--- src/rtl/mem_lsu_pkg.sv ---
// Shared opcodes, funct3 codes, FSM states and the alignment check for the mem_lsu stage.
`default_nettype none

package mem_lsu_pkg;

  localparam logic [6:0] OPCODE_LOAD  = 7'b0000011;
  localparam logic [6:0] OPCODE_STORE = 7'b0100011;

  localparam logic [2:0] F3_B  = 3'b000;
  localparam logic [2:0] F3_H  = 3'b001;
  localparam logic [2:0] F3_W  = 3'b010;
  localparam logic [2:0] F3_D  = 3'b011;
  localparam logic [2:0] F3_BU = 3'b100;
  localparam logic [2:0] F3_HU = 3'b101;
  localparam logic [2:0] F3_WU = 3'b110;

  typedef enum logic [0:0] {
    ST_IDLE = 1'b0,
    ST_BUS  = 1'b1
  } lsu_state_e;

  // Undefined encodings (funct3 111, or unsigned forms on a store) are reported as misaligned.
  function automatic logic access_ok(input logic is_store, input logic [2:0] funct3,
                                     input logic [2:0] offset);
    logic ok;
    ok = 1'b0;
    if (funct3 != 3'b111 && !(is_store && funct3[2])) begin
      case (funct3[1:0])
        2'b00:   ok = 1'b1;
        2'b01:   ok = (offset[0] == 1'b0);
        2'b10:   ok = (offset[1:0] == 2'b00);
        default: ok = (offset == 3'b000);
      endcase
    end
    return ok;
  endfunction

endpackage

`default_nettype wire

--- src/rtl/mem_lsu_align.sv ---
// Byte-lane steering: store mask/data shift and load extract with sign/zero extension.
`default_nettype none

module mem_lsu_align
  import mem_lsu_pkg::*;
#(
  parameter int XLEN = 64
) (
  input  logic [1:0]      st_size,
  input  logic [2:0]      st_offset,
  input  logic [XLEN-1:0] st_data,
  output logic [7:0]      st_wmask,
  output logic [XLEN-1:0] st_wdata,
  input  logic [2:0]      ld_funct3,
  input  logic [2:0]      ld_offset,
  input  logic [XLEN-1:0] ld_rdata,
  output logic [XLEN-1:0] ld_result
);

  logic [7:0]      base_mask;
  logic [XLEN-1:0] ld_shifted;

  always_comb begin
    base_mask = 8'h01;
    case (st_size)
      2'b00:   base_mask = 8'h01;
      2'b01:   base_mask = 8'h03;
      2'b10:   base_mask = 8'h0F;
      default: base_mask = 8'hFF;
    endcase
    st_wmask = base_mask << st_offset;
    st_wdata = st_data << {st_offset, 3'b000};
  end

  always_comb begin
    ld_shifted = ld_rdata >> {ld_offset, 3'b000};
    ld_result  = '0;
    case (ld_funct3)
      F3_B:    ld_result = {{(XLEN-8){ld_shifted[7]}}, ld_shifted[7:0]};
      F3_H:    ld_result = {{(XLEN-16){ld_shifted[15]}}, ld_shifted[15:0]};
      F3_W:    ld_result = {{(XLEN-32){ld_shifted[31]}}, ld_shifted[31:0]};
      F3_D:    ld_result = ld_shifted;
      F3_BU:   ld_result = {{(XLEN-8){1'b0}}, ld_shifted[7:0]};
      F3_HU:   ld_result = {{(XLEN-16){1'b0}}, ld_shifted[15:0]};
      F3_WU:   ld_result = {{(XLEN-32){1'b0}}, ld_shifted[31:0]};
      default: ld_result = '0;
    endcase
  end

endmodule

`default_nettype wire

--- src/rtl/mem_lsu.sv ---
// Memory-access pipeline stage: req/ack data-memory port, registered writeback and EX forwarding.
`default_nettype none

module mem_lsu
  import mem_lsu_pkg::*;
#(
  parameter int XLEN = 64,
  parameter int AW   = 64
) (
  input  logic            clk,
  input  logic            rst,
  input  logic            in_valid_i,
  output logic            in_ready_o,
  input  logic [6:0]      opcode_i,
  input  logic [2:0]      funct3_i,
  input  logic [XLEN-1:0] wdata_i,
  input  logic [XLEN-1:0] store_data_i,
  input  logic [4:0]      rd_addr_i,
  input  logic            wreg_i,
  input  logic [11:0]     csr_waddr_i,
  input  logic            csr_wreg_i,
  input  logic [XLEN-1:0] csr_wdata_i,
  output logic            dmem_req_o,
  output logic            dmem_we_o,
  output logic [AW-1:0]   dmem_addr_o,
  output logic [7:0]      dmem_wmask_o,
  output logic [XLEN-1:0] dmem_wdata_o,
  input  logic            dmem_ack_i,
  input  logic [XLEN-1:0] dmem_rdata_i,
  output logic            out_valid_o,
  output logic [4:0]      wb_rd_addr_o,
  output logic            wb_wreg_o,
  output logic [XLEN-1:0] wb_wdata_o,
  output logic [11:0]     wb_csr_waddr_o,
  output logic            wb_csr_wreg_o,
  output logic [XLEN-1:0] wb_csr_wdata_o,
  output logic            misalign_o,
  output logic [4:0]      mem_back_rd_addr_o,
  output logic            mem_back_wreg_o,
  output logic [XLEN-1:0] mem_back_wdata_o,
  output logic [11:0]     mem_back_csr_waddr_o,
  output logic            mem_back_csr_wreg_o,
  output logic [XLEN-1:0] mem_back_csr_wdata_o
);

  lsu_state_e state, state_next;

  logic [AW-1:0]   addr_q;
  logic [2:0]      funct3_q;
  logic            store_q;
  logic [7:0]      wmask_q;
  logic [XLEN-1:0] st_wdata_q;
  logic [4:0]      rd_q;
  logic            wreg_q;
  logic [11:0]     csr_waddr_q;
  logic            csr_wreg_q;
  logic [XLEN-1:0] csr_wdata_q;

  logic            accept, is_load, is_store, is_mem, aligned, start_bus, bus_done;
  logic [7:0]      st_wmask;
  logic [XLEN-1:0] st_wdata, ld_result;

  assign in_ready_o = (state == ST_IDLE);
  assign accept     = in_valid_i & in_ready_o;
  assign is_load    = (opcode_i == OPCODE_LOAD);
  assign is_store   = (opcode_i == OPCODE_STORE);
  assign is_mem     = is_load | is_store;
  assign aligned    = access_ok(is_store, funct3_i, wdata_i[2:0]);
  assign start_bus  = accept & is_mem & aligned;
  assign bus_done   = (state == ST_BUS) & dmem_req_o & dmem_ack_i;

  mem_lsu_align #(.XLEN(XLEN)) u_align (
    .st_size   (funct3_i[1:0]),
    .st_offset (wdata_i[2:0]),
    .st_data   (store_data_i),
    .st_wmask  (st_wmask),
    .st_wdata  (st_wdata),
    .ld_funct3 (funct3_q),
    .ld_offset (addr_q[2:0]),
    .ld_rdata  (dmem_rdata_i),
    .ld_result (ld_result)
  );

  always_ff @(posedge clk or negedge rst) begin
    if (!rst) state <= ST_IDLE;
    else      state <= state_next;
  end

  always_comb begin
    state_next = state;
    case (state)
      ST_IDLE: if (start_bus) state_next = ST_BUS;
      ST_BUS:  if (bus_done)  state_next = ST_IDLE;
      default: state_next = ST_IDLE;
    endcase
  end

  // Request attributes are frozen at accept so the bus sees them stable until ack.
  always_ff @(posedge clk or negedge rst) begin
    if (!rst) begin
      dmem_req_o  <= 1'b0;
      addr_q      <= '0;
      funct3_q    <= '0;
      store_q     <= 1'b0;
      wmask_q     <= '0;
      st_wdata_q  <= '0;
      rd_q        <= '0;
      wreg_q      <= 1'b0;
      csr_waddr_q <= '0;
      csr_wreg_q  <= 1'b0;
      csr_wdata_q <= '0;
    end else if (start_bus) begin
      dmem_req_o  <= 1'b1;
      addr_q      <= wdata_i[AW-1:0];
      funct3_q    <= funct3_i;
      store_q     <= is_store;
      wmask_q     <= is_store ? st_wmask : 8'h00;
      st_wdata_q  <= st_wdata;
      rd_q        <= rd_addr_i;
      wreg_q      <= wreg_i;
      csr_waddr_q <= csr_waddr_i;
      csr_wreg_q  <= csr_wreg_i;
      csr_wdata_q <= csr_wdata_i;
    end else if (bus_done) begin
      dmem_req_o  <= 1'b0;
    end
  end

  assign dmem_we_o    = store_q;
  assign dmem_addr_o  = {addr_q[AW-1:3], 3'b000};
  assign dmem_wmask_o = wmask_q;
  assign dmem_wdata_o = st_wdata_q;

  // Output slot: write enables and valid fall to 0 on any cycle without a new result.
  always_ff @(posedge clk or negedge rst) begin
    if (!rst) begin
      out_valid_o    <= 1'b0;
      misalign_o     <= 1'b0;
      wb_rd_addr_o   <= '0;
      wb_wreg_o      <= 1'b0;
      wb_wdata_o     <= '0;
      wb_csr_waddr_o <= '0;
      wb_csr_wreg_o  <= 1'b0;
      wb_csr_wdata_o <= '0;
    end else begin
      out_valid_o   <= 1'b0;
      misalign_o    <= 1'b0;
      wb_wreg_o     <= 1'b0;
      wb_csr_wreg_o <= 1'b0;
      if (accept && !start_bus) begin
        out_valid_o    <= 1'b1;
        misalign_o     <= is_mem;
        wb_rd_addr_o   <= rd_addr_i;
        wb_wreg_o      <= is_mem ? 1'b0 : wreg_i;
        wb_wdata_o     <= is_mem ? '0 : wdata_i;
        wb_csr_waddr_o <= csr_waddr_i;
        wb_csr_wreg_o  <= csr_wreg_i;
        wb_csr_wdata_o <= csr_wdata_i;
      end else if (bus_done) begin
        out_valid_o    <= 1'b1;
        wb_rd_addr_o   <= rd_q;
        wb_wreg_o      <= wreg_q & ~store_q;
        wb_wdata_o     <= store_q ? '0 : ld_result;
        wb_csr_waddr_o <= csr_waddr_q;
        wb_csr_wreg_o  <= csr_wreg_q;
        wb_csr_wdata_o <= csr_wdata_q;
      end
    end
  end

  assign mem_back_rd_addr_o   = wb_rd_addr_o;
  assign mem_back_wreg_o      = out_valid_o & wb_wreg_o;
  assign mem_back_wdata_o     = wb_wdata_o;
  assign mem_back_csr_waddr_o = wb_csr_waddr_o;
  assign mem_back_csr_wreg_o  = out_valid_o & wb_csr_wreg_o;
  assign mem_back_csr_wdata_o = wb_csr_wdata_o;

endmodule

`default_nettype wire
--- config.mk ---
export PLATFORM = sky130hd
export DESIGN_NAME = mem_lsu
export DESIGN_NICKNAME = d
export VERILOG_FILES = /design/src/rtl/mem_lsu_pkg.sv /design/src/rtl/mem_lsu_align.sv /design/src/rtl/mem_lsu.sv
export SDC_FILE = /design/constraint.sdc
export NUM_CORES = 1
export LEC_CHECK = 0
export BUFFER_PORTS_ARGS = -buffer_cell sky130_fd_sc_hd__buf_2
export CAP_MARGIN = 20
export CORE_AREA = 2 2 284 286
export CTS_CLUSTER_DIAMETER = 120
export DETAILED_ROUTE_END_ITERATION = 12
export DIE_AREA = 0 0 286 288
export MAX_ROUTING_LAYER = met4
export PLACE_DENSITY = 0.45
export REMOVE_ABC_BUFFERS = 1
export SKIP_CTS_REPAIR_TIMING = 1
export SYNTH_ARGS = -nofsm -noshare
export SYNTH_HDL_FRONTEND = slang
export SYNTH_HIERARCHICAL = 1
export SYNTH_SLANG_ARGS = --single-unit
--- constraint.sdc ---
create_clock -name clk -period 2.9 [get_ports clk]
set_clock_uncertainty 0.2 [all_clocks]
set_input_delay 0.145 -clock clk [delete_from_list [all_inputs] [get_ports clk]]
set_output_delay 0.145 -clock clk [all_outputs]
set_load 0.1 [all_outputs]
# Word-level counts from Yosys, hierarchy flattened
# Index checks and enable logic that the tools add are counted.
word_totals:
  in_bits: 289
  out_inout_bits: 435
  wordCells: 85
  reg_bits: 374
classes:
  shift: 3
  n_reduce_logical: 11
  n_bitwise: 12
  mux: 28
  n_eq_ne: 11
op_table:
  columns: ["operator", "count"]
  rows:
  - ["$pmux W64 S7", 1]
  - ["$mux W64", 6]
  - ["$shl A64 B6 Y64", 1]
  - ["$shr A64 B6 Y64", 1]
  - ["$mux W12", 2]
  - ["$pmux W8 S3", 1]
  - ["$mux W1", 13]
  - ["$mux W5", 2]
  - ["$eq A3 B3 Y1 const B", 3]
  - ["$and A1 B1 Y1", 8]
  - ["$mux W8", 1]
  - ["$shl A8 B3 Y8", 1]
  - ["$eq A7 B2 Y1 const B", 1]
  - ["$eq A7 B6 Y1 const B", 1]
  - ["$eq A3 B2 Y1 const B", 2]
  - ["$logic_not A3 Y1", 2]
  - ["$logic_not A2 Y1", 2]
  - ["$reduce_bool A2 Y1", 2]
  - ["$eq A3 B1 Y1 const B", 1]
  - ["$logic_and A1 B1 Y1", 3]
  - ["$ne A3 B3 Y1 const B", 1]
  - ["$not A1 Y1", 3]
  - ["$pmux W1 S3", 1]
  - ["$eq A2 B1 Y1 const B", 1]
  - ["other kinds (4)", 5]

# Logic depth before layout (Yosys ltp)
# Gate-level depths: netlist (run 1).
logic_depth:
  word_depth: 9
  ltp_mapped: 11
  depth_no_buf: 7

# Modules after synthesis
# Netlist (run 1), hierarchy kept.
modules_own_cells:
  columns: ["module", "cells_each", "seq_area_each_um2", "instances", "area_each_um2"]
  rows:
  - ["mem_lsu", 1526, 9359.0, 1, 18139.9]
  - ["mem_lsu_align", 558, 0.0, 1, 4065.1]

# Worst setup path before layout (run 1)
# OpenSTA, ideal clock, no wires.
synth_timing:
  path_kind: "reg-to-reg"
  from: "register addr_q[1]"
  to: "register wb_wdata_o[18], in the netlist mem_back_wdata_o[18]"
  synth_period_minus_slack_ns: 2.631
  path_stages_with_launch: 11
  t_required_ns: 2.613
  setup_slack_ns: 0.269
  n_path_buf: 3
  t_arrival_ns: 2.344
  path_cell_list: "dfrtp_1 > buf_6 > nand2b_1 > mux4_2 > or4b_4 > buf_6 > buf_6 > o211ai_1 > a21oi_1 > a2bb2oi_1 > a22oi_1"
synth_between:
  elab_chain_len: 5
synth_lines:
  columns: ["item", "line_no", "source"]
  rows:
  - ["start: declaration", "mem_lsu.sv:48", "logic [AW-1:0] addr_q;"]
  - ["start signal: assignment", "mem_lsu.sv:114", "addr_q <= wdata_i[AW-1:0];"]
  - ["$shr A64 B6 Y64", "mem_lsu_align.sv:36", "ld_shifted = ld_rdata >> {ld_offset, 3'b000};"]
  - ["$pmux W64 S7", "mem_lsu_align.sv:38", "case (ld_funct3)"]
  - ["named net ld_result[18]", "mem_lsu.sv:61", "logic [XLEN-1:0] st_wdata, ld_result;"]
  - ["$mux W64", "mem_lsu.sv:163", "wb_wdata_o <= store_q ? '0 : ld_result;"]
  - ["$mux W64", "mem_lsu.sv:159", "end else if (bus_done) begin"]
  - ["$mux W64", "mem_lsu.sv:150", "if (accept && !start_bus) begin"]
  - ["end signal: assignment", "mem_lsu.sv:155", "wb_wdata_o <= is_mem ? '0 : wdata_i;"]
  - ["end signal: assignment", "mem_lsu.sv:163", null]
  - ["end: declaration", "mem_lsu.sv:33", "output logic [XLEN-1:0] wb_wdata_o,"]
# The timed path passes the listed nets, and every way through them passes these cells. The select of a mux whose other input is x is not followed.
# A chain may end at the register's enable or synchronous reset.

# Final worst setup path (run 1)
layout_timing:
  from: "register addr_q[1]"
  to: "register wb_wdata_o[21], in the netlist mem_back_wdata_o[21]"
# Same word-level chain as after synthesis.

==> summary.md, run 1 <==
| Metric | Value |
|---|---|
| R2R Setup Slk | 110 ps |
| WHS | -27.4 ps |
| Global-route wire length before repair | 126,000 um |
| Unique masters post-synth | 56 |
| Initial antenna violation count | 21 |
| Reg2reg end | mem_back_wdata_o[21] |
| Placed Cells incl. Taps | 3,566 |
| Post-DP HPWL | 64,200 um |
| Die Y | 288 um |
| Register area | 9370 um2 |
| Ports | 724 |
| Placed cell areas | 25,800 um2 |
| Slew headroom | 25.6% |
| Seq pwr share | 30.2% |
| Register-to-Register Path Depth | 8 |
| Chip width | 286 um |
| Number of synthesis warnings | 6 |
| Mean Syn Cell Area | 10.7 um2 |
| EDFF count, synth | 0 |
| Multi-input gate area | 10,500 um2 |
| WP data arrival | 3080 ps |
| PD cells | 681 nW/um2 |
| Primary FF master, synth | dfrtp_1 |
| First drt pass iteration count | 5 |
| All-layer global routing usage | 21.0% |
| Die area | 82,400 um2 |
| TritonCTS clock tree | built |
| Critical path's slowest cell | or4b_4 |
| Critical path class | reg -> reg |
| Hold depth | 5 |
| Sw power | 9.22 mW |
| Clock transition at path regs | 60 ps |
| Mapped Area | 22,200 um2 |
| Total power draw | 20.2 mW |
| Cell Int Power | 11.0 mW |
| Area grow syn2layout | 33.6% |
| Post-route insts no fill | 3,887 |
| Worst Setup Start Kind | register |
| Maximum vdd drop | 449 uV |
| Yosys top cell by area | dfrtp_1 |
| Layout cells sized above 1 | 44.7% |
| Failing checks | hold timing |
| Crit Path Max Fanout | 20 |
| Largest net degree at the start of global routing | 79 |
| Combinational share of power | 39.9% |
| Fin. max-slew vios | 0 |
| Worst Setup End Kind | register |
| Commonest non-fill, non-tap cells in the layout | 718 x buf_2, 372 x dfrtp_1, 312 x nand2_1 |
| Max Cap Violations | 0 |
| Clock sink count | 374 |
| CP startpoint | addr_q[1] |
| Wire per inst | 23.0 um |
| Fmax | 358 MHz |
| Hold Vio Cnt, Final | 3 |
| Minimum clock period | 2790 ps |
| Worst-case clock buffer depth | 3 |
| GPL Wtd Cong | 0.905 |
| Synth top area share | 42.1% |
| DRC errors left | 0 |
| Iter 0 DRT Violations | 1,053 |
| Worst-path cell chain | mux2i_2 -> mux4_2 -> or4b_4 -> buf_8 -> o211ai_1 -> a21oi_1 -> a2bb2oi_1 -> a22oi_1 |
| Htree depth | 2 |
| FP Rows | 104 |
| Syn Inst Count | 2,084 |
| Synth area leaders | dfrtp_1 42%, mux2_4 9.8%, mux2_2 9.1% |
| NumNets Final | 3,065 |
| Final worst-path cycle share | 96.4% |
| Worst-Margin Slew | 1110 ps |
| Commonest non-fill, non-tap cell in the layout | buf_2 |
| RSZ-0062 raised after global routing | true |
| PortBufs | 720 |
| Worst-Skew Late Latency | 580 ps |
| Final Setup Violations | 0 |
| Static leakage | 14.9 nW |
| Routed Antenna Nets | 0 |
| Total gr overflow | 0 |
| Post-synthesis sequential area ratio | 42.1% |
| Sw frac | 45.7% |
| Post-Route WL | 89,200 um |
| Number of buffers created by CTS | 48 |
| Worst EP required | 3190 ps |
| Run status | finished, violations left |
| Number of synthesized register bits | 374 |
| Critical R2R Launch | addr_q[1] |
| Initial Utilization | 27.9% |
| Worst hold path class | in -> reg |
| Layout fillers | 8,067 |
| Vias in the first global route | 18,600 |
| Design area | 29,700 um2 |
| Via count | 18,900 |
| Core Area | 79,600 um2 |
| Clk network pwr share | 29.9% |
| Clock root buffer | clkbuf_16 |
| Vias per cell | 4.86 |
| Hold endpoint | dmem_wdata_o[55] |
| Fraction of registers with async set/reset | 100% |
| Hold path startpoint | store_data_i[39] |
| CP peak stage delay | 530 ps |
## layout make-up
cell class	instances	area share, %
tap	1060	4.47
timing repair buffer	1020	23.0
antenna	13	0.110
inverter	12	0.156
clock inverter	21	0.743
multi-input combinational	1320	35.3
sequential	374	31.6
clock buffer	67	4.60
## per-stage QoR
stage               utilization, %  setup WS, ps  setup TNS, ps
finish                        37.2           106              0
global route                  37.2         -14.7          -22.8
CTS                           34.4          19.7              0
detailed placement            32.4          37.7              0
global placement              32.4          63.2              0
floorplan                        -        -10090       -2962400
## flip-flops by register name, indices dropped and copies added (netlist names), 3 cells and up
signal and count:
rd_q 5, mem_back_csr_wdata_o 64, mem_back_csr_waddr_o 12, dmem_wdata_o 64, csr_wdata_q 64, funct3_q 3
dmem_wmask_o 8, csr_waddr_q 12, mem_back_rd_addr_o 5, addr_q 64, mem_back_wdata_o 64
## worst max path at each step
stage / cells after the start / slack [ps] / to
floorplan: 3 / -10090 / mem_back_csr_waddr_o[0]
global placement: 8 / 60 / mem_back_wdata_o[23]
detailed placement: 8 / 40 / mem_back_wdata_o[20]
CTS: 8 / 20 / mem_back_wdata_o[21]
global route: 8 / -10 / mem_back_wdata_o[36]
finish: 8 / 110 / mem_back_wdata_o[21]
## cell usage after synthesis, drive strengths merged (5+ instances only)
cell type / instances
mux2: 325
nand3: 5
o211ai: 43
and2: 26
mux4: 32
a31oi: 7
a2bb2oi: 64
a32oi: 5
nand2: 312
mux2i: 72
nor2: 115
clkbuf: 104
inv: 11
buf: 276
nand2b: 10
o22ai: 18
a22oi: 69
a21oi: 97
o21ai: 28
nand4: 34
a22o: 9
dfrtp: 374
o2bb2ai: 7
nor2b: 7
## metal layers
layer  up-vias  global-route usage, %  wire length, um
met1      9524                   26.1            37600
li1       8584                      -                -
met4         0                   4.37             1840
met3       114                   4.58             5640
met2       663                   35.1            44100
met5         -                      -                0
## power groups by stage
stage | Sequential, mW | Combinational, mW | Clock [mW]
after floorplan | 10.7 | 1.49 | 0
after global placement | 6.18 | 7.79 | 0
after detailed placement | 6.19 | 7.81 | 0
after CTS | 6.11 | 7.82 | 6.26
after global routing | 6.15 | 8.37 | 6.46
final | 6.09 | 8.06 | 6.04
## logic make-up after synthesis
family	Yosys count	synth area share [%]
multiplexers	429	25.4
flip-flops	374	42.1
AND/OR/NAND/NOR	527	10.1
other	1	0.0169
buffers and inverters	392	11.1
AO/OA/AOI/OAI	361	11.2
## critical path: cells and delay by family (launching register included)
| kind | cells | cell delay [ps] |
|---|---|---|
| multiplexers | 2 | 680 |
| AND/OR/NAND/NOR | 1 | 530 |
| flip-flops | 1 | 520 |
| AO/OA/AOI/OAI | 4 | 560 |
| buffers and inverters | 1 | 200 |
No activity file was read; power rests on OpenSTA's default activity.
==> run 2, diff against run 1 <==
--- a/config.mk
+++ b/config.mk
@@ -12,7 +12,6 @@
 export DETAILED_ROUTE_END_ITERATION = 12
 export DIE_AREA = 0 0 286 288
 export MAX_ROUTING_LAYER = met4
-export PLACE_DENSITY = 0.45
 export REMOVE_ABC_BUFFERS = 1
 export SKIP_CTS_REPAIR_TIMING = 1
 export SYNTH_ARGS = -nofsm -noshare
==> run 2 against run 1 <==
The flow still finishes with violations (hold timing). Critical path type unchanged. Register-to-register slack better by 40 ps. Maximum frequency rose by 1.3%. Combinational power about the same. Via count rose by 0.41%. Non-clock buffer count rose by 6. Clock power hardly changed. Sequential share of layout area rose by 0.086 points. Setup slack gained 37 ps. Critical endpoint is now mem_back_wdata_o[18]. Global-route usage down 1.3 points. Count of clock-buffer cells in the layout decreased by 2.
==> summary.md, run 2 (same netlist as run 1, synthesis figures left out) <==
| Metric | Value |
|---|---|
| Worst-Skew Late Latency | 580 ps |
| PD cells | 683 nW/um2 |
| WP data arrival | 3050 ps |
| Critical path class | reg -> reg |
| Layout cells sized above 1 | 45.2% |
| Via count | 19,000 |
| Run status | finished, violations left |
| Routed Antenna Nets | 0 |
| Commonest non-fill, non-tap cells in the layout | 718 x buf_2, 372 x dfrtp_1, 312 x nand2_1 |
| Share of the core filled with cells | 37.1% |
| Die area | 82,400 um2 |
| Failing checks | hold timing |
| Fin. max-slew vios | 0 |
| Final worst-path cycle share | 95.1% |
| Maximum vdd drop | 641 uV |
| Largest net degree at the start of global routing | 114 |
| Commonest non-fill, non-tap cell in the layout | buf_2 |
| NumNets Final | 3,070 |
| Chip width | 286 um |
| Vias per cell | 4.88 |
| Total power draw | 20.2 mW |
| Worst Setup Start Kind | register |
| DRC errors left | 0 |
| Slew headroom | 37.0% |
| Minimum clock period | 2760 ps |
| Vias in the first global route | 17,900 |
| Global-route wire length before repair | 119,000 um |
| Iter 0 DRT Violations | 1,300 |
| Clock sink count | 374 |
| Crit Path Max Fanout | 28 |
| Worst-Margin Slew | 946 ps |
| Worst-case clock buffer depth | 3 |
| RSZ-0062 raised after global routing | false |
| First drt pass iteration count | 6 |
| Core Area | 79,600 um2 |
| PortBufs | 720 |
| Htree depth | 2 |
| Final Setup Violations | 0 |
| GPL Wtd Cong | 0.870 |
| Wire per inst | 21.9 um |
| Clock root buffer | clkbuf_16 |
| Clock transition at path regs | 50 ps |
| Number of buffers created by CTS | 47 |
| TritonCTS clock tree | built |
| Hold Vio Cnt, Final | 3 |
| Die Y | 288 um |
| Initial Utilization | 27.9% |
| WHS | -14.8 ps |
| Ports | 724 |
| Worst EP required | 3190 ps |
| Total gr overflow | 0 |
| Worst hold path class | in -> reg |
| All-layer global routing usage | 19.7% |
| Post-Route WL | 85,200 um |
| Post-DP HPWL | 61,500 um |
| FP Rows | 104 |
| Initial antenna violation count | 15 |
| Area grow syn2layout | 33.2% |
| Static leakage | 14.9 nW |
| Max Cap Violations | 0 |
| Fmax | 363 MHz |
| Worst Setup End Kind | register |
## run 2: changes by cell type in the layout (fill, tap and decap cells not counted), moves of 2 or more
cell | previous run | this run
buf_12 | 31 | 22
buf_4 | 50 | 71
clkbuf_1 | 12 | 8
clkbuf_16 | 50 | 48
clkbuf_8 | 5 | 9
clkinvlp_4 | 4 | 0
dlygate4sd3_1 | 216 | 209
## run 2: final timing paths
path / cells past startpoint / startpoint / endpoint / slack (ps)
min in group asynchronous: 3 / rst / dmem_wdata_o[24] / 410
setup / recovery: 8 / addr_q[1] / mem_back_wdata_o[18] / 140
hold / removal: 5 / store_data_i[51] / dmem_wdata_o[51] / -10
max in group asynchronous: 4 / rst / mem_back_wdata_o[35] / 1420
hold reg to reg: 1 / addr_q[29] / addr_q[29] / 300
setup reg to reg: 8 / addr_q[1] / mem_back_wdata_o[18] / 140
## run 2: power by group
| group | total [mW] | internal, mW | switching [mW] |
|---|---|---|---|
| logic | 8.06 | 1.73 | 6.32 |
| registers | 6.09 | 5.66 | 0.424 |
| clock network | 6.07 | 3.63 | 2.44 |
| total | 20.2 | 11.0 | 9.19 |
## run 2: through the flow
stage / hold WS, ps / setup TNS, ps / worst slack, ps / cells / instance area (um2)
floorplan: -351 / -2962400 / -10090 / 1706 / 19800
global placement: -15.6 / 0 / 89.7 / 3576 / 25800
detailed placement: -5.79 / 0 / 41.4 / 3576 / 25800
CTS: -655 / 0 / 23.9 / 3661 / 27400
global route: -4.55 / 0 / 21.8 / 3883 / 29600
finish: -14.8 / 0 / 143 / 3889 / 29600
## run 2: layout make-up
| type | instances | area, um2 |
|---|---|---|
| clock buffers | 65 | 1360 |
| repair buffers | 1026 | 6750 |
| multi-input cells | 1320 | 10500 |
| clock inverters | 20 | 233 |
| well taps | 1060 | 1330 |
| inverters | 12 | 45.0 |
| diodes | 12 | 30.0 |
| fillers | 7926 | 50100 |
| flip-flops and latches | 374 | 9370 |
## run 2: worst max-delay path: stages, from the launching register on
cell and delay (ps):
dfrtp_4 540, mux2i_1 160, mux4_2 480, or4b_4 550, buf_12 190, o211ai_1 90
a21oi_1 100, a2bb2oi_1 160, a22oi_1 190
## run 2: per-layer routing
layer  track usage [%]  wire (um)  up-vias
met5                 -          0        -
met4              6.30       2780        0
met3              3.92       5290      150
met2              32.1      41000      807
met1              24.5      36100     9419
li1                  -          -     8587
